### src/rtl/addsub_pkg.sv
// Shared widths, opcode encodings and FSM state type for the add/subtract arbiter.
package addsub_pkg;
  localparam int OPND_W = 4;
  localparam int RES_W  = 8;

  localparam logic OP_ADD = 1'b1;
  localparam logic OP_SUB = 1'b0;

  typedef enum logic [1:0] {
    ST_IDLE,
    ST_EXEC,
    ST_RESP
  } state_t;
endpackage

### src/rtl/add_subtract.sv
// Combinational add/subtract datapath: unsigned operands are zero-extended to
// RES_W; a subtraction that goes below zero wraps modulo 2^RES_W.
module add_subtract
  import addsub_pkg::*;
(
  input  logic [OPND_W-1:0] a,
  input  logic [OPND_W-1:0] b,
  input  logic              op,
  output logic [RES_W-1:0]  result
);

  logic [RES_W-1:0] a_ext;
  logic [RES_W-1:0] b_ext;

  assign a_ext = {{(RES_W-OPND_W){1'b0}}, a};
  assign b_ext = {{(RES_W-OPND_W){1'b0}}, b};

  always_comb begin
    result = '0;
    case (op)
      OP_ADD:  result = a_ext + b_ext;
      OP_SUB:  result = a_ext - b_ext;
      default: result = '0;
    endcase
  end

endmodule

### src/rtl/addsub_arbiter.sv
// Two-requester arbiter in front of a single add_subtract datapath (IDLE/EXEC/RESP).
// Define ADDSUB_RR_EN for round-robin arbitration; default is fixed priority to req0.
module addsub_arbiter
  import addsub_pkg::*;
(
  input  logic              clk,
  input  logic              rst_n,
  input  logic              req0_valid,
  output logic              req0_ready,
  input  logic [OPND_W-1:0] req0_a,
  input  logic [OPND_W-1:0] req0_b,
  input  logic              req0_op,
  input  logic              req1_valid,
  output logic              req1_ready,
  input  logic [OPND_W-1:0] req1_a,
  input  logic [OPND_W-1:0] req1_b,
  input  logic              req1_op,
  output logic              rsp_valid,
  input  logic              rsp_ready,
  output logic [RES_W-1:0]  rsp_data,
  output logic              rsp_id
);

  state_t            state;
  state_t            state_nxt;
  logic              grant;
  logic              accept;
  logic [OPND_W-1:0] a_q;
  logic [OPND_W-1:0] b_q;
  logic              op_q;
  logic              id_q;
  logic [RES_W-1:0]  result;

  assign accept = (state == ST_IDLE) && (req0_valid || req1_valid);

`ifdef ADDSUB_RR_EN
  logic last_grant;

  always_comb begin
    if (req0_valid && req1_valid) grant = ~last_grant;
    else                          grant = req1_valid;
  end

  always_ff @(posedge clk or negedge rst_n) begin
    if (!rst_n)      last_grant <= 1'b1;
    else if (accept) last_grant <= grant;
  end
`else
  always_comb grant = ~req0_valid;
`endif

  always_ff @(posedge clk or negedge rst_n) begin
    if (!rst_n) state <= ST_IDLE;
    else        state <= state_nxt;
  end

  always_comb begin
    state_nxt = state;
    case (state)
      ST_IDLE: if (accept) state_nxt = ST_EXEC;
      ST_EXEC: state_nxt = ST_RESP;
      ST_RESP: if (rsp_ready) state_nxt = ST_IDLE;
      default: state_nxt = ST_IDLE;
    endcase
  end

  // Ready is masked by rst_n so that both readies read 0 while reset is held.
  always_comb begin
    req0_ready = rst_n && accept && !grant;
    req1_ready = rst_n && accept &&  grant;
    rsp_valid  = (state == ST_RESP);
  end

  always_ff @(posedge clk or negedge rst_n) begin
    if (!rst_n) begin
      a_q      <= '0;
      b_q      <= '0;
      op_q     <= 1'b0;
      id_q     <= 1'b0;
      rsp_data <= '0;
      rsp_id   <= 1'b0;
    end else begin
      if (accept) begin
        a_q  <= grant ? req1_a  : req0_a;
        b_q  <= grant ? req1_b  : req0_b;
        op_q <= grant ? req1_op : req0_op;
        id_q <= grant;
      end
      if (state == ST_EXEC) begin
        rsp_data <= result;
        rsp_id   <= id_q;
      end
    end
  end

  add_subtract u_add_subtract (
    .a      (a_q),
    .b      (b_q),
    .op     (op_q),
    .result (result)
  );

endmodule

### config.mk
export PLATFORM = sky130hd
export DESIGN_NAME = addsub_arbiter
export DESIGN_NICKNAME = d
export VERILOG_FILES = /design/src/rtl/addsub_pkg.sv /design/src/rtl/add_subtract.sv /design/src/rtl/addsub_arbiter.sv
export SDC_FILE = /design/constraint.sdc
export NUM_CORES = 1
export LEC_CHECK = 0
export CELL_PAD_IN_SITES_DETAIL_PLACEMENT = 0
export CELL_PAD_IN_SITES_GLOBAL_PLACEMENT = 1
export CORE_UTILIZATION = 36
export CTS_BUF_LIST = sky130_fd_sc_hd__clkbuf_4
export CTS_CLUSTER_SIZE = 40
export DETAILED_ROUTE_END_ITERATION = 12
export PLACE_DENSITY_LB_ADDON = 0.25
export SYNTH_ARGS = -nofsm -noshare
export SYNTH_HDL_FRONTEND = slang
export SYNTH_HIERARCHICAL = 1
export SYNTH_SLANG_ARGS = --single-unit
### constraint.sdc
create_clock -name clk -period 1.75 [get_ports clk]
set_input_delay 0.4375 -clock clk [delete_from_list [all_inputs] [get_ports clk]]
set_output_delay 0.4375 -clock clk [all_outputs]
set_load 0.02 [all_outputs]
After elaboration in Yosys (flattened, before gate mapping)
Cells that the tools add are included.

operators by class
  add/sub/neg operators = 2
  equality and inequality tests = 4
  muxes and demuxes = 7
  bitwise logic cells = 2
  reduce and logical (&&, ||, !) cells = 7

operators with widths
  operator              number
  $pmux W8 S2           1
  $mux W4               2
  $pmux W2 S3           1
  $add A4 B4 Y5         1
  $sub A4 B4 Y5         1
  $logic_and A1 B1 Y1   4
  $mux W2               2
  $eq A2 B1 Y1 const B  1
  $eq A2 B2 Y1 const B  1
  $logic_not A2 Y1      1
  $ne A2 B1 Y1 const B  1
  $ne A2 B2 Y1 const B  1
  $not A1 Y1            2
  $reduce_and A2 Y1     1
  $logic_or A1 B1 Y1    1
  $mux W1               1

storage, ports and cells
  register bits after elaboration = 21
  output and inout bits = 12
  logic and storage cells = 29

Logic depth before layout (Yosys ltp)
  depth in word-level cells = 4
  mapped depth = 8
  mapped depth without buffers = 8

Cells and area by module
Netlist, hierarchy kept.

modules (own cells, without submodules)
  module          instances  cells each  area each (µm²)  seq. area each (µm²)
  addsub_arbiter  1          63          985.9            525.5
  add_subtract    1          38          322.8            0.0

Worst setup path before layout
OpenSTA, ideal clock, no wires.

  kind = register -> register
  from = register a_q[0]
  to = register rsp_data[6]
  library setup time = 0.065 ns
  arrival = 1.696 ns
  data required time = 1.685 ns
  path slack = -0.011 ns
  cell stages (with the launch flop) = 9
  buffers on the path = 1
  cell sequence = dfrtp_1 inv_1 ha_1 inv_1 fa_1 a21o_1 a211oi_2 buf_4 mux2_2

on the way
  longest elaborated chain between the ends = 2

RTL lines
  item                    RTL line              RTL
  from (decl)             addsub_arbiter.sv:28  logic [OPND_W-1:0] a_q;
  from (signal assigned)  addsub_arbiter.sv:84  a_q <= grant ? req1_a : req0_a;
  $sub A4 B4 Y5           add_subtract.sv:22    OP_SUB: result = a_ext - b_ext;
  $pmux W8 S2             add_subtract.sv:20    case (op)
  via result[6]           addsub_arbiter.sv:32  logic [RES_W-1:0] result;
  to (signal assigned)    addsub_arbiter.sv:90  rsp_data <= result;
  to (decl)               addsub_arbiter.sv:20  output logic [RES_W-1:0] rsp_data,

The timed path passes the listed nets, and every way through them passes these cells.
A chain may end at the register's enable or synchronous reset.

Worst setup path in the final report
  from = register a_q[0]
  to = register rsp_data[4]

on the way
  longest elaborated chain between the ends = 2

RTL lines
  item                                                   RTL line
  $sub A4 B4 Y5 / $add A4 B4 Y5 (equally long branches)  add_subtract.sv:22, add_subtract.sv:21
  $pmux W8 S2 (*)                                        add_subtract.sv:20
  via result[4]                                          addsub_arbiter.sv:32

The timed path passes the listed nets; every way through them passes the cells marked *.

==> flow_metrics.tcl <==
set metrics [dict create \
    end_kind "flop" \
    setup_viol 4 \
    start_util_pct 38.3 \
    violations "negative setup slack" \
    finalCriticalPeriod_ns 1.81 \
    syn_to_final_growth_pct 40.8 \
    cts.sinks 21 \
    grt_util_met3_pct 4.41 \
    maxCapViolCount 0 \
    ctsHoldBuffers 0 \
    fp.dieH_um 62.3 \
    powerDensity_mw_per_mm2 1780 \
    track_usage_pct 13.5 \
    die_area_mm2 0.00388 \
    use_met2_pct 22.9 \
    start_kind "flop" \
    yosys.area_share.adder_pct 10.7 \
    syn_area_mm2 0.00131 \
    drv_slew 0 \
    use_met1_pct 16.5 \
    rows 21 \
    synth_compound_area_share_pct 6.88 \
    drt-total-wl_mm 2.42 \
    relSlewSlack_pct 62.6 \
    drt-vias-per-instance 4.60 \
    hp-class "input port to async pin" \
    leakagePower_nw 0.937 \
    wl_per_cell_um 12.5 \
    drtIter0Drc 10 \
    finalSetupTns_ns -0.0794 \
    cts_tree "done" \
    syn_inst 101 \
    numPortBuffers 34 \
    ys_ff_latch 21 \
    synthMuxAreaShare_pct 28.0 \
    ant_nets 0 \
    final_util_pct 54.0 \
    synthXorXnorAreaFrac_pct 1.34 \
    crit_type "flop to flop" \
    die_w_um 62.3 \
    synth_top_family_by_area "multiplexers" \
    min_period_over_period_pct 104 \
    worstPathArrival_ns 2.06 \
    num-nets-final 182 \
    grt_pass1_vias 916 \
    io_pins 35 \
    drc 0 \
    synth-simple-area-share_pct 5.45 \
    grt_max_degree 17 \
    clk_pin_slew_worst_paths_ns 0.12 \
    max_freq_mhz 552 \
    final_layout_size_suffix_gt1_share_pct 43.9 \
    finalHoldViolations 0 \
    cts_max_level 1 \
    core_area_mm2 0.00342 \
    regToRegSetupSlack_ns -0.06 \
    ys_types 25 \
    tightestPinTransition_ns 0.562 \
    avgSynthCellArea_um2 13.0 \
    rsz0062_at_grt "yes" \
    ir_drop_mv 0.837 \
    grt_busiest_layer "met2" \
    drtPass1Iterations 4 \
    synth_warnings 6 \
    dp_hpwl_mm 1.87 \
    cts.root.buffer_cell "clkbuf_4" \
    cts_made_buffers 3 \
    n_fill_cell 318 \
    syn_nets 134 \
    status "complete, but fails checks" \
    synth-seq-area-share_pct 40.2 \
    overflow 0 \
    antenna_cells 0 \
    gp_congestion 0.688 \
    setup_slack_ns -0.0630 \
    grt_pass1_wl_mm 4.17 \
    worstPathRequired_ns 1.99 \
    grt_antenna_before_repair 0 \
    clock_path_buffers 2 \
    clk_latency_ns 0.30 \
    dr_total_vias 892 \
    crit_fanout 4 \
    clock_skew_ns 0.0118 \
]
==> synthesized netlist by cell type <==
master | number | area, µm²
o21ai_0 | 3 | 15.0
xnor2_1 | 2 | 17.5
inv_1 | 10 | 37.5
o21bai_1 | 1 | 7.51
mux2_2 | 13 | 146
mux2_4 | 14 | 210
a21oi_1 | 2 | 10.0
a21oi_2 | 1 | 8.76
nand2b_1 | 2 | 12.5
a211oi_2 | 1 | 12.5
o311ai_2 | 1 | 16.3
buf_4 | 3 | 22.5
and3b_2 | 1 | 10.0
ha_1 | 8 | 100
fa_1 | 2 | 40.0
nor3_4 | 1 | 16.3
inv_2 | 1 | 3.75
a21o_1 | 2 | 15.0
o21ai_1 | 1 | 5.00
mux2i_1 | 1 | 10.0
nor3_1 | 3 | 15.0
nor2_2 | 1 | 6.26
dfrtp_1 | 21 | 526
nand2_1 | 3 | 11.3
buf_6 | 3 | 33.8
==> timing repair <==
| action | CTS | global route |
|---|---|---|
| endpoints found under the hold margin | 0 | 0 |
| pin swaps | 2 | 5 |
| setup endpoints to repair | 9 | 17 |
| setup buffers | 1 | 2 |
| gates resized for setup | 22 | 15 |
==> worst max-delay path, stage by stage, from the launching register on <==
cell and delay [ns]:
dfrtp_1 0.41, inv_1 0.07, ha_2 0.19, inv_2 0.04, fa_2 0.33, a21o_1 0.19
a211oi_4 0.29, a21o_1 0.12, mux2_4 0.13
==> layout by cell type, fill, tap and decap left out, types with 5 or more instances in the layout <==
master,n
clkdlybuf4s50_1,21
buf_4,16
mux2_2,12
dfrtp_1,20
inv_1,8
dlymetal6s2s_1,8
ha_1,5
mux2_4,15
==> worst paths after layout <==
path                        startpoint           to  cells past startpoint
setup / recovery                a_q[0]  rsp_data[4]                      8
hold / removal                   rst_n         id_q                      2
setup reg to reg                a_q[0]  rsp_data[4]                      8
hold reg to reg            rsp_data[3]  rsp_data[3]                      1
max in group asynchronous        rst_n       a_q[1]                      2
min in group clk           rsp_data[3]  rsp_data[3]                      1
==> stage by stage <==
step / instance area, µm² / setup slack [ns] / std cells / total power (W) / hold slack [ns]
global placement: 1740 / -0.628 / 187 / 0.00283 / 0.486
global route: 1840 / -0.137 / 194 / 0.00356 / 0.243
floorplan: 1310 / 0.0237 / 101 / 0.00236 / 0.142
finish: 1840 / -0.0630 / 194 / 0.00328 / 0.248
detailed placement: 1740 / -0.643 / 187 / 0.00290 / 0.488
CTS: 1780 / -0.124 / 192 / 0.00323 / 0.246
==> report_power, final <==
group	total (W)	switching (W)	internal [W]
Combinational	0.00209	0.000905	0.00119
Clock	0.000235	0.000148	0.0000870
Sequential	0.000957	0.000221	0.000736
==> layer usage <==
metal,wire (µm),share of wire [%],vias to the layer above
li1,-,-,437
met5,0,0,-
met3,122,5.0,2
met4,8,0.33,0
met1,1110,46,427
met2,1170,48,26
==> layout make-up <==
class	count	area [µm²]	area share [%]
Tap cell	46	57.6	3.12
Timing Repair Buffer	49	464	25.2
Sequential cell	21	527	28.6
Clock inverter	1	7.51	0.407
Multi-Input combinational cell	63	723	39.2
Inverter	11	41.3	2.24
Clock buffer	3	22.5	1.22
==> flip-flops by register name, indices dropped and copies added, names as in the netlist <==
register  count
rsp_data      8
a_q           4
b_q           4
state         2
id_q          1
op_q          1
rsp_id        1
==> kinds of logic (layout without fill, tap and decap cells) <==
logic type                 Yosys count  in the layout
AOI/OAI and AO/OA                   12             12
xor gates and xnor gates             2              2
adders and majority gates           10             10
buffers and inverters               17             64
DFF                                 21             21
muxes                               28             28
and+or+nand+nor                     11             11
Power figures use the tool's default switching activity.
